## src/rtl/seg_pkg.sv

```systemverilog
// Shared types and glyph decode for the seven-segment scan path.
package seg_pkg;
    localparam int SEG_W = 7;

    // Segment vector {a,b,c,d,e,f,g}: bit 6 = a, bit 0 = g, active-high form.
    typedef logic [SEG_W-1:0] seg_t;

    function automatic seg_t glyph(input logic [3:0] nib);
        case (nib)
            4'h0:    glyph = 7'b1111110;
            4'h1:    glyph = 7'b0110000;
            4'h2:    glyph = 7'b1101101;
            4'h3:    glyph = 7'b1111001;
            4'h4:    glyph = 7'b0110011;
            4'h5:    glyph = 7'b1011011;
            4'h6:    glyph = 7'b1011111;
            4'h7:    glyph = 7'b1110000;
            4'h8:    glyph = 7'b1111111;
            4'h9:    glyph = 7'b1111011;
            4'hA:    glyph = 7'b1110111;
            4'hB:    glyph = 7'b0011111;
            4'hC:    glyph = 7'b1001110;
            4'hD:    glyph = 7'b0111101;
            4'hE:    glyph = 7'b1001111;
            default: glyph = 7'b1000111;
        endcase
    endfunction
endpackage

```

## src/rtl/seg_scan_timer.sv

```systemverilog
// Slot prescaler, digit index, frame counter and blink phase for the scan controller.
// frame_start is combinational from the counter state; no backpressure.
module seg_scan_timer #(
    parameter int DIGITS    = 8,
    parameter int SCAN_DIV  = 50000,
    parameter int BLINK_DIV = 64,
    parameter int PCNT_W    = $clog2(SCAN_DIV),
    parameter int IDX_W     = (DIGITS > 1) ? $clog2(DIGITS) : 1
) (
    input  logic              clk,
    input  logic              rst_n,
    output logic [PCNT_W-1:0] pcnt,
    output logic [IDX_W-1:0]  idx,
    output logic              frame_start,
    output logic              blink_phase
);
    localparam int FCNT_W = (BLINK_DIV > 1) ? $clog2(BLINK_DIV) : 1;
    localparam logic [PCNT_W-1:0] PCNT_MAX = PCNT_W'(SCAN_DIV - 1);
    localparam logic [IDX_W-1:0]  IDX_MAX  = IDX_W'(DIGITS - 1);
    localparam logic [FCNT_W-1:0] FCNT_MAX = FCNT_W'(BLINK_DIV - 1);

    logic [FCNT_W-1:0] fcnt;

    assign frame_start = (pcnt == '0) && (idx == '0);

    always_ff @(posedge clk) begin
        if (!rst_n) begin
            pcnt        <= '0;
            idx         <= '0;
            fcnt        <= '0;
            blink_phase <= 1'b0;
        end else begin
            if (pcnt == PCNT_MAX) begin
                pcnt <= '0;
                idx  <= (idx == IDX_MAX) ? '0 : idx + 1'b1;
            end else begin
                pcnt <= pcnt + 1'b1;
            end
            if (frame_start) begin
                if (fcnt == FCNT_MAX) begin
                    fcnt        <= '0;
                    blink_phase <= ~blink_phase;
                end else begin
                    fcnt <= fcnt + 1'b1;
                end
            end
        end
    end
endmodule

```

## src/rtl/seg_scan_ctrl.sv

```systemverilog
// Multiplexed seven-segment scan controller with per-frame shadowed inputs.
// All outputs registered, 1-cycle latency from counter/shadow state; no backpressure.
module seg_scan_ctrl
    import seg_pkg::*;
#(
    parameter int DIGITS     = 8,
    parameter int SCAN_DIV   = 50000,
    parameter int BLINK_DIV  = 64,
    parameter int PWM_BITS   = 3,
    parameter int ACTIVE_LOW = 1
) (
    input  logic                  clk,
    input  logic                  rst_n,
    input  logic [4*DIGITS-1:0]   display_data,
    input  logic [DIGITS-1:0]     dp_mask,
    input  logic [DIGITS-1:0]     blank_mask,
    input  logic [DIGITS-1:0]     blink_mask,
    input  logic                  lz_blank,
    input  logic [PWM_BITS-1:0]   brightness,
    output logic [DIGITS-1:0]     an,
    output logic [SEG_W-1:0]      seg,
    output logic                  dp,
    output logic                  frame_tick
);
    localparam int   PCNT_W = $clog2(SCAN_DIV);
    localparam int   IDX_W  = (DIGITS > 1) ? $clog2(DIGITS) : 1;
    localparam logic INV    = (ACTIVE_LOW != 0);

    logic [PCNT_W-1:0] pcnt;
    logic [IDX_W-1:0]  idx;
    logic              frame_start;
    logic              blink_phase;

    seg_scan_timer #(
        .DIGITS    (DIGITS),
        .SCAN_DIV  (SCAN_DIV),
        .BLINK_DIV (BLINK_DIV),
        .PCNT_W    (PCNT_W),
        .IDX_W     (IDX_W)
    ) u_timer (
        .clk         (clk),
        .rst_n       (rst_n),
        .pcnt        (pcnt),
        .idx         (idx),
        .frame_start (frame_start),
        .blink_phase (blink_phase)
    );

    logic [4*DIGITS-1:0] sh_data;
    logic [DIGITS-1:0]   sh_dp;
    logic [DIGITS-1:0]   sh_blank;
    logic [DIGITS-1:0]   sh_blink;
    logic                sh_lz;
    logic [PWM_BITS-1:0] sh_bright;
    logic                sh_phase;

    // Blink phase is shadowed with the rest so a whole frame is shown or hidden as a unit.
    always_ff @(posedge clk) begin
        if (!rst_n) begin
            sh_data   <= '0;
            sh_dp     <= '0;
            sh_blank  <= '0;
            sh_blink  <= '0;
            sh_lz     <= 1'b0;
            sh_bright <= '0;
            sh_phase  <= 1'b0;
        end else if (frame_start) begin
            sh_data   <= display_data;
            sh_dp     <= dp_mask;
            sh_blank  <= blank_mask;
            sh_blink  <= blink_mask;
            sh_lz     <= lz_blank;
            sh_bright <= brightness;
            sh_phase  <= blink_phase;
        end
    end

    logic [DIGITS-1:0] lead_zero;
    logic [DIGITS-1:0] onehot;
    logic [3:0]        cur_nib;
    logic              cur_dp;
    logic              cur_blank;
    logic              cur_blink;
    logic              cur_lead;
    logic              lit;

    always_comb begin
        logic run;
        run       = 1'b1;
        lead_zero = '0;
        onehot    = '0;
        cur_nib   = 4'h0;
        cur_dp    = 1'b0;
        cur_blank = 1'b0;
        cur_blink = 1'b0;
        cur_lead  = 1'b0;
        // lead_zero[i]: every nibble from the top digit down to i is zero
        for (int i = DIGITS - 1; i >= 0; i--) begin
            run          = run && (sh_data[4*i +: 4] == 4'h0);
            lead_zero[i] = run;
        end
        for (int i = 0; i < DIGITS; i++) begin
            if (idx == IDX_W'(i)) begin
                onehot[i] = 1'b1;
                cur_nib   = sh_data[4*i +: 4];
                cur_dp    = sh_dp[i];
                cur_blank = sh_blank[i];
                cur_blink = sh_blink[i];
                cur_lead  = lead_zero[i];
            end
        end
        lit = !cur_blank
           && !(cur_blink && sh_phase)
           && !(sh_lz && (idx != '0) && cur_lead)
           && (pcnt[PWM_BITS-1:0] <= sh_bright);
    end

    always_ff @(posedge clk) begin
        if (!rst_n) begin
            an         <= {DIGITS{INV}};
            seg        <= {SEG_W{INV}};
            dp         <= INV;
            frame_tick <= 1'b0;
        end else begin
            frame_tick <= frame_start;
            if (lit) begin
                an  <= onehot ^ {DIGITS{INV}};
                seg <= glyph(cur_nib) ^ {SEG_W{INV}};
                dp  <= cur_dp ^ INV;
            end else begin
                an  <= {DIGITS{INV}};
                seg <= {SEG_W{INV}};
                dp  <= INV;
            end
        end
    end
endmodule

```

## config.mk

```make
export PLATFORM = sky130hd
export DESIGN_NAME = seg_scan_ctrl
export DESIGN_NICKNAME = d
export VERILOG_FILES = /design/src/rtl/seg_pkg.sv /design/src/rtl/seg_scan_timer.sv /design/src/rtl/seg_scan_ctrl.sv
export SDC_FILE = /design/constraint.sdc
export NUM_CORES = 1
export LEC_CHECK = 0
export CAP_MARGIN = 25
export CORE_MARGIN = 1.5
export CORE_UTILIZATION = 35
export DETAILED_ROUTE_END_ITERATION = 10
export PLACE_DENSITY = 0.62
export SLEW_MARGIN = 10
export SYNTH_ARGS = -nofsm -noshare
export SYNTH_HDL_FRONTEND = slang
export SYNTH_SLANG_ARGS = --single-unit
```

## constraint.sdc

```tcl
create_clock -name clk -period 2.9 [get_ports clk]
set_clock_uncertainty 0.1 [all_clocks]
set_input_delay 0.435 -clock clk [delete_from_list [all_inputs] [get_ports clk]]
set_output_delay 0.435 -clock clk [all_outputs]
set_load 0.01 [all_outputs]
```

* After elaboration in Yosys (flattened, before gate mapping) *
Memories as Yosys holds them, arrays and structs flattened.
Index checks and enable logic that the tools add are counted.

word-level totals
  ROM bits = 112
  memories kept = 1
  flip-flop bits (word level) = 104
  input port bits = 62

operators by class
  multiplexer cells = 52
  bitwise gates (word level) = 5
  add/sub/neg operators = 3
  equality and inequality tests = 9
  magnitude comparators = 1
  reductions and logical operators = 31

memory list
  memory            depth  bits a word  rd ports  clocked after memory_dff  wr ports  line          RTL
  (name not given)  16     7            1         0                         0         seg_pkg.sv:9  case (nib)

operators with widths
  operator                                                                count
  1-bit two-way mux                                                       40
  4-bit zero test                                                         8
  4-bit two-way mux                                                       8
  16-bit by 1-bit adder with 16-bit output (second input constant)        1
  16-bit equality test (second input constant)                            1
  16-bit zero test                                                        1
  1-bit logical AND                                                       14
  7-bit two-way mux                                                       2
  3-bit equality test (second input constant)                             4
  8-bit NOT                                                               1
  7-bit NOT                                                               1
  6-bit by 1-bit adder with 6-bit output (second input constant)          1
  3-bit by 2-bit equality test with 1-bit output (second input constant)  2
  6-bit equality test (second input constant)                             1
  6-bit two-way mux                                                       1
  2-bit AND reduction                                                     2
  3-bit by 1-bit adder with 3-bit output (second input constant)          1
  3-bit by 1-bit equality test with 1-bit output (second input constant)  1
  3-bit less-or-equal comparator                                          1
  1-bit zero test                                                         3
  3-bit zero test                                                         1
  3-bit two-way mux                                                       1
  1-bit NOT                                                               3
  3-bit nonzero test                                                      1
  2-bit OR reduction                                                      1

* Longest topological paths before layout *
  depth after elaboration = 23
  depth in mapped cells = 14

* Modules after synthesis *
From an unflattened synthesis, not the netlist that was laid out.

second synthesis, totals
  cell total of the unflattened synthesis = 515
  area total of the unflattened synthesis = 5,138.7 µm²

by module, submodules not included
  module          cells an instance  sequential area each (µm²)  times used  area an instance (µm²)
  seg_scan_ctrl   362                1,561.5                     1           3,771.1
  seg_scan_timer  153                520.5                       1           1,367.6

* Worst setup path before layout *
No wires, ideal clock.

  path type = register to register
  start point = reg u_timer.idx[2]
  end point = reg seg[5]
  arrival time = 2,854 ps
  setup time = 131 ps
  path slack = -185 ps
  clock period less this slack = 3,085 ps
  required time = 2,669 ps
  buffers on the path = 2
  cell stages (with the launch flop) = 14
  cell sequence = dfxtp_1 inv_1 clkbuf_1 ha_1 clkbuf_1 or2_1 a221oi_1 o22ai_1 a21oi_1 inv_1 ha_1 nor3_1 a211o_1 o311ai_1

on the way
  longest elaborated chain between the ends = 15
  elaborated cells between the ends (all ways) = 55
  classes of those cells = eq/ne: 7; mux: 34; bitwise: 1; reduce/logical: 12; memory: 1

RTL lines
  item                                                                             line                  RTL
  start, declared                                                                  seg_scan_timer.sv:13  output logic [IDX_W-1:0] idx,
  start signal, assigned                                                           seg_scan_timer.sv:35  idx <= (idx == IDX_MAX) ? '0 : idx + 1'b1;
  parallel branches: the longest is 15 deep, another holds memory read 16 x 7 bit  -
  end signal, assigned                                                             seg_scan_ctrl.sv:121  seg <= {SEG_W{INV}};
  end signal, assigned                                                             seg_scan_ctrl.sv:128  seg <= glyph(cur_nib) ^ {SEG_W{INV}};
  end signal, assigned                                                             seg_scan_ctrl.sv:132  seg <= {SEG_W{INV}};
  end, declared                                                                    seg_scan_ctrl.sv:21   output logic [SEG_W-1:0] seg,

Several ways; the timed one is not identified. The select of a mux whose other input is x is not followed.
A chain may end at the register's enable or synchronous reset.

* Worst setup path in the final report *
  start point = reg u_timer.idx[0]
  end point = reg seg[5]

The elaborated chain is that of the path after synthesis.

==> impl_metrics.yaml <==
synthesis:
  synth-main-ff-cell: "dfxtp_1"
  yosys_warnings: 0
  postSynthAreaPerCell_um2: 8.058
  seq_area_frac_synth: 0.4167
  yosysTopAreaCellShare: 0.4167
  synth_nets: 700
  ys_types: 59
  syn_area_um2: 4996
  netlist_instances: 620
  ys_ff_latch: 104
  yosys-top-cells-count: "166 x nand2_1, 104 x dfxtp_1, 33 x a21boi_1"
  ys_top_cells_by_area: "dfxtp_1 42%, nand2_1 12%, a21boi_1 5.0%"
  async_flop_share: 0
  synth.largest_area_cell: "dfxtp_1"
  synth_edf_count: 0
  yosysMostFrequentCell: "nand2_1"
global_route:
  grt_pass1_vias: 4208
  grt_pass1_wl_mm: 20.18
  grt_max_degree: 55
  gr-total-overflow: 0
  antenna_found_initial: 0
  track_usage: 0.1736
clock_network:
  clock_path_buffers: 2
  clock_latency_ns: 0.35
  cts_hold_buf: 0
  clk_pin_slew_ns: 0.07
  numCtsBuffers: 9
  cts_tree: "built"
  cts_sinks: 104
  root_buffer: "clkbuf_16"
  htree_levels: 3
place:
  portBuffers: 78
  gp_congestion: 0.8050
  dp_hpwl_mm: 9.336
  place_inst: 858
timing:
  period_share: 0.9322
  fmax_mhz: 369.9
  rsz0062_at_grt: "no"
  drv_slew: 0
  final-setup-viol-count: 0
  finalHoldViolCount: 0
  period_needed_ns: 2.703
  maxSlewHeadroom: 0.6580
  worstMarginPinSlew_ns: 0.5130
  finalSetupTns_ns: 0
pwr:
  irDropWorstVdd_mv: 0.3141
  leakage_nw: 2.450
  power_density_nw_per_um2: 536.5
critical_path:
  crit_path_end_kind: "flop"
  path_max_fanout: 5
  cp.arrival_ns: 2.83
  startpoint_type: "flop"
  required_ns: 3.02
  r2r_cells: 11
  critical_path_class: "reg -> reg"
detailed_routing:
  postRouteAntennaNets: 0
  wl_per_cell_um: 14.13
  routed_wirelength_mm: 12.34
  drtPass1Iterations: 6
  drc_errors: 0
  via_per_inst: 5.009
  drt-initial-drc-count: 179
  vias: 4373
die:
  io_pins: 79
  die_x_um: 122.5
  die_area_um2: 15000
  core_um2: 13880
  start_util: 0.3599
  row_count: 43
  dieHeight_um: 122.5
finish:
  fin_nets: 769
  antennaDiodeCount: 0
  final_cell_count_no_fill: 873
  area_growth_pct: 25.62
  drive_above_1_share: 0.06782
job:
  drv_cap: 0
outcome:
  status: "completed"
min_path:
  hold_class: "reg -> reg"
  hold_depth: 2
final cells by class:
| class | count | area [um^2] |
|---|---|---|
| clock buffer | 11 | 242.7 |
| multi-input combinational | 454 | 2655 |
| tap | 180 | 225.2 |
| inverter | 21 | 78.83 |
| fill | 1364 | 7605 |
| sequential | 104 | 2083 |
| clock inverter | 4 | 45.04 |
| timing repair buffer | 99 | 945.9 |
kinds of logic (layout without fill, tap and decap cells):
| family | Yosys count | count (layout) | share of synthesized area |
|---|---|---|---|
| simple gates | 272 | 272 | 0.2454 |
| mux | 4 | 4 | 0.008014 |
| xor+xnor | 18 | 18 | 0.03155 |
| compound gates | 142 | 142 | 0.1979 |
| fa+ha+maj | 18 | 18 | 0.04508 |
| buf+inv | 62 | 135 | 0.05535 |
| flops | 104 | 104 | 0.4167 |
path summary, 6_finish.rpt:
kind	end	startpoint	slack [ns]
worst max-delay path	seg[5]$_SDFF_PN1_	u_timer.idx[0]$_SDFFE_PN0P_	0.20
worst min-delay path	sh_blank[7]$_SDFFE_PN0P_	sh_blank[7]$_SDFFE_PN0P_	0.35
worst max register to register	seg[5]$_SDFF_PN1_	u_timer.idx[0]$_SDFFE_PN0P_	0.20
worst min register to register	sh_blank[7]$_SDFFE_PN0P_	sh_blank[7]$_SDFFE_PN0P_	0.35
report_power, final:
group,total (mW),internal (mW),switching (mW)
Clock,1.18,0.683,0.498
Combinational,0.567,0.280,0.287
Sequential,1.62,1.54,0.0796
Total,3.37,2.50,0.865
per-stage QoR:
| stage | worst slack, ns | power [mW] | hold slack, ns | area, um^2 | util |
|---|---|---|---|---|---|
| after floorplan | 0.02210 | 1.973 | 0.3258 | 5002 | - |
| after global placement | 0.2647 | 2.213 | 0.3435 | 5981 | 0.4309 |
| after detailed placement | 0.2031 | 2.224 | 0.3464 | 5981 | 0.4309 |
| after CTS | 0.1827 | 3.422 | 0.3543 | 6269 | 0.4516 |
| after global routing | 0.02631 | 3.555 | 0.3800 | 6276 | 0.4521 |
| final | 0.1966 | 3.367 | 0.3518 | 6276 | 0.4521 |
routing by layer:
metal / vias to the layer above / GRT usage / part of all wire
met5: - / 0 / 0
met4: 0 / 0.05741 / 0.019
met3: 14 / 0.04461 / 0.054
met2: 95 / 0.2940 / 0.48
met1: 2022 / 0.2145 / 0.45
li1: 2242 / - / -
state kept, by name, summed over array words and instances, names as in the netlist:
| name | flops |
|---|---|
| seg | 7 |
| u_timer.idx | 3 |
| sh_phase | 1 |
| dp | 1 |
| sh_blank | 8 |
| sh_blink | 8 |
| u_timer.pcnt | 16 |
| sh_data | 32 |
| u_timer.fcnt | 6 |
| an | 8 |
| u_timer.blink_phase | 1 |
| sh_lz | 1 |
| frame_tick | 1 |
| sh_bright | 3 |
| sh_dp | 8 |
critical path: stages (launching register included):
cell	delay, ns
dfxtp_1	0.35
ha_1	0.23
ha_1	0.20
or2_1	0.25
a221oi_1	0.22
o22ai_1	0.17
a21oi_2	0.16
inv_1	0.12
ha_1	0.31
nor3_1	0.27
a211o_1	0.15
o311ai_1	0.08
what timing repair did:
action,4_1_cts,5_1_grt
endpoints found under the hold margin,0,0
setup buffers,0,0
resized for setup,0,2
setup endpoints to repair,0,3
layout by cell type (no fill, tap or decap), types with 4 or more instances in the layout:
| cell | synthesis | final |
|---|---|---|
| nand3_1 | 14 | 14 |
| xor2_1 | 10 | 10 |
| a21boi_1 | 33 | 33 |
| and2_1 | 6 | 6 |
| nor4_1 | 6 | 6 |
| inv_1 | 21 | 21 |
| nand2_1 | 166 | 166 |
| buf_4 | 1 | 20 |
| mux2i_1 | 4 | 4 |
| a21o_1 | 4 | 4 |
| nor2_1 | 29 | 29 |
| dfxtp_1 | 104 | 103 |
| nand4_1 | 5 | 5 |
| a21boi_0 | 32 | 32 |
| clkdlybuf4s50_1 | 0 | 77 |
| ha_1 | 18 | 17 |
| nor2b_1 | 6 | 6 |
| clkbuf_16 | 0 | 9 |
| or4_1 | 5 | 5 |
| xnor2_1 | 8 | 8 |
| and3_1 | 6 | 6 |
| nor3_1 | 5 | 4 |
| or3_1 | 5 | 4 |
| o21ai_0 | 12 | 12 |
| a21oi_1 | 27 | 26 |
| a221oi_1 | 4 | 4 |
Note: power is estimated with default switching activity, not from simulation.
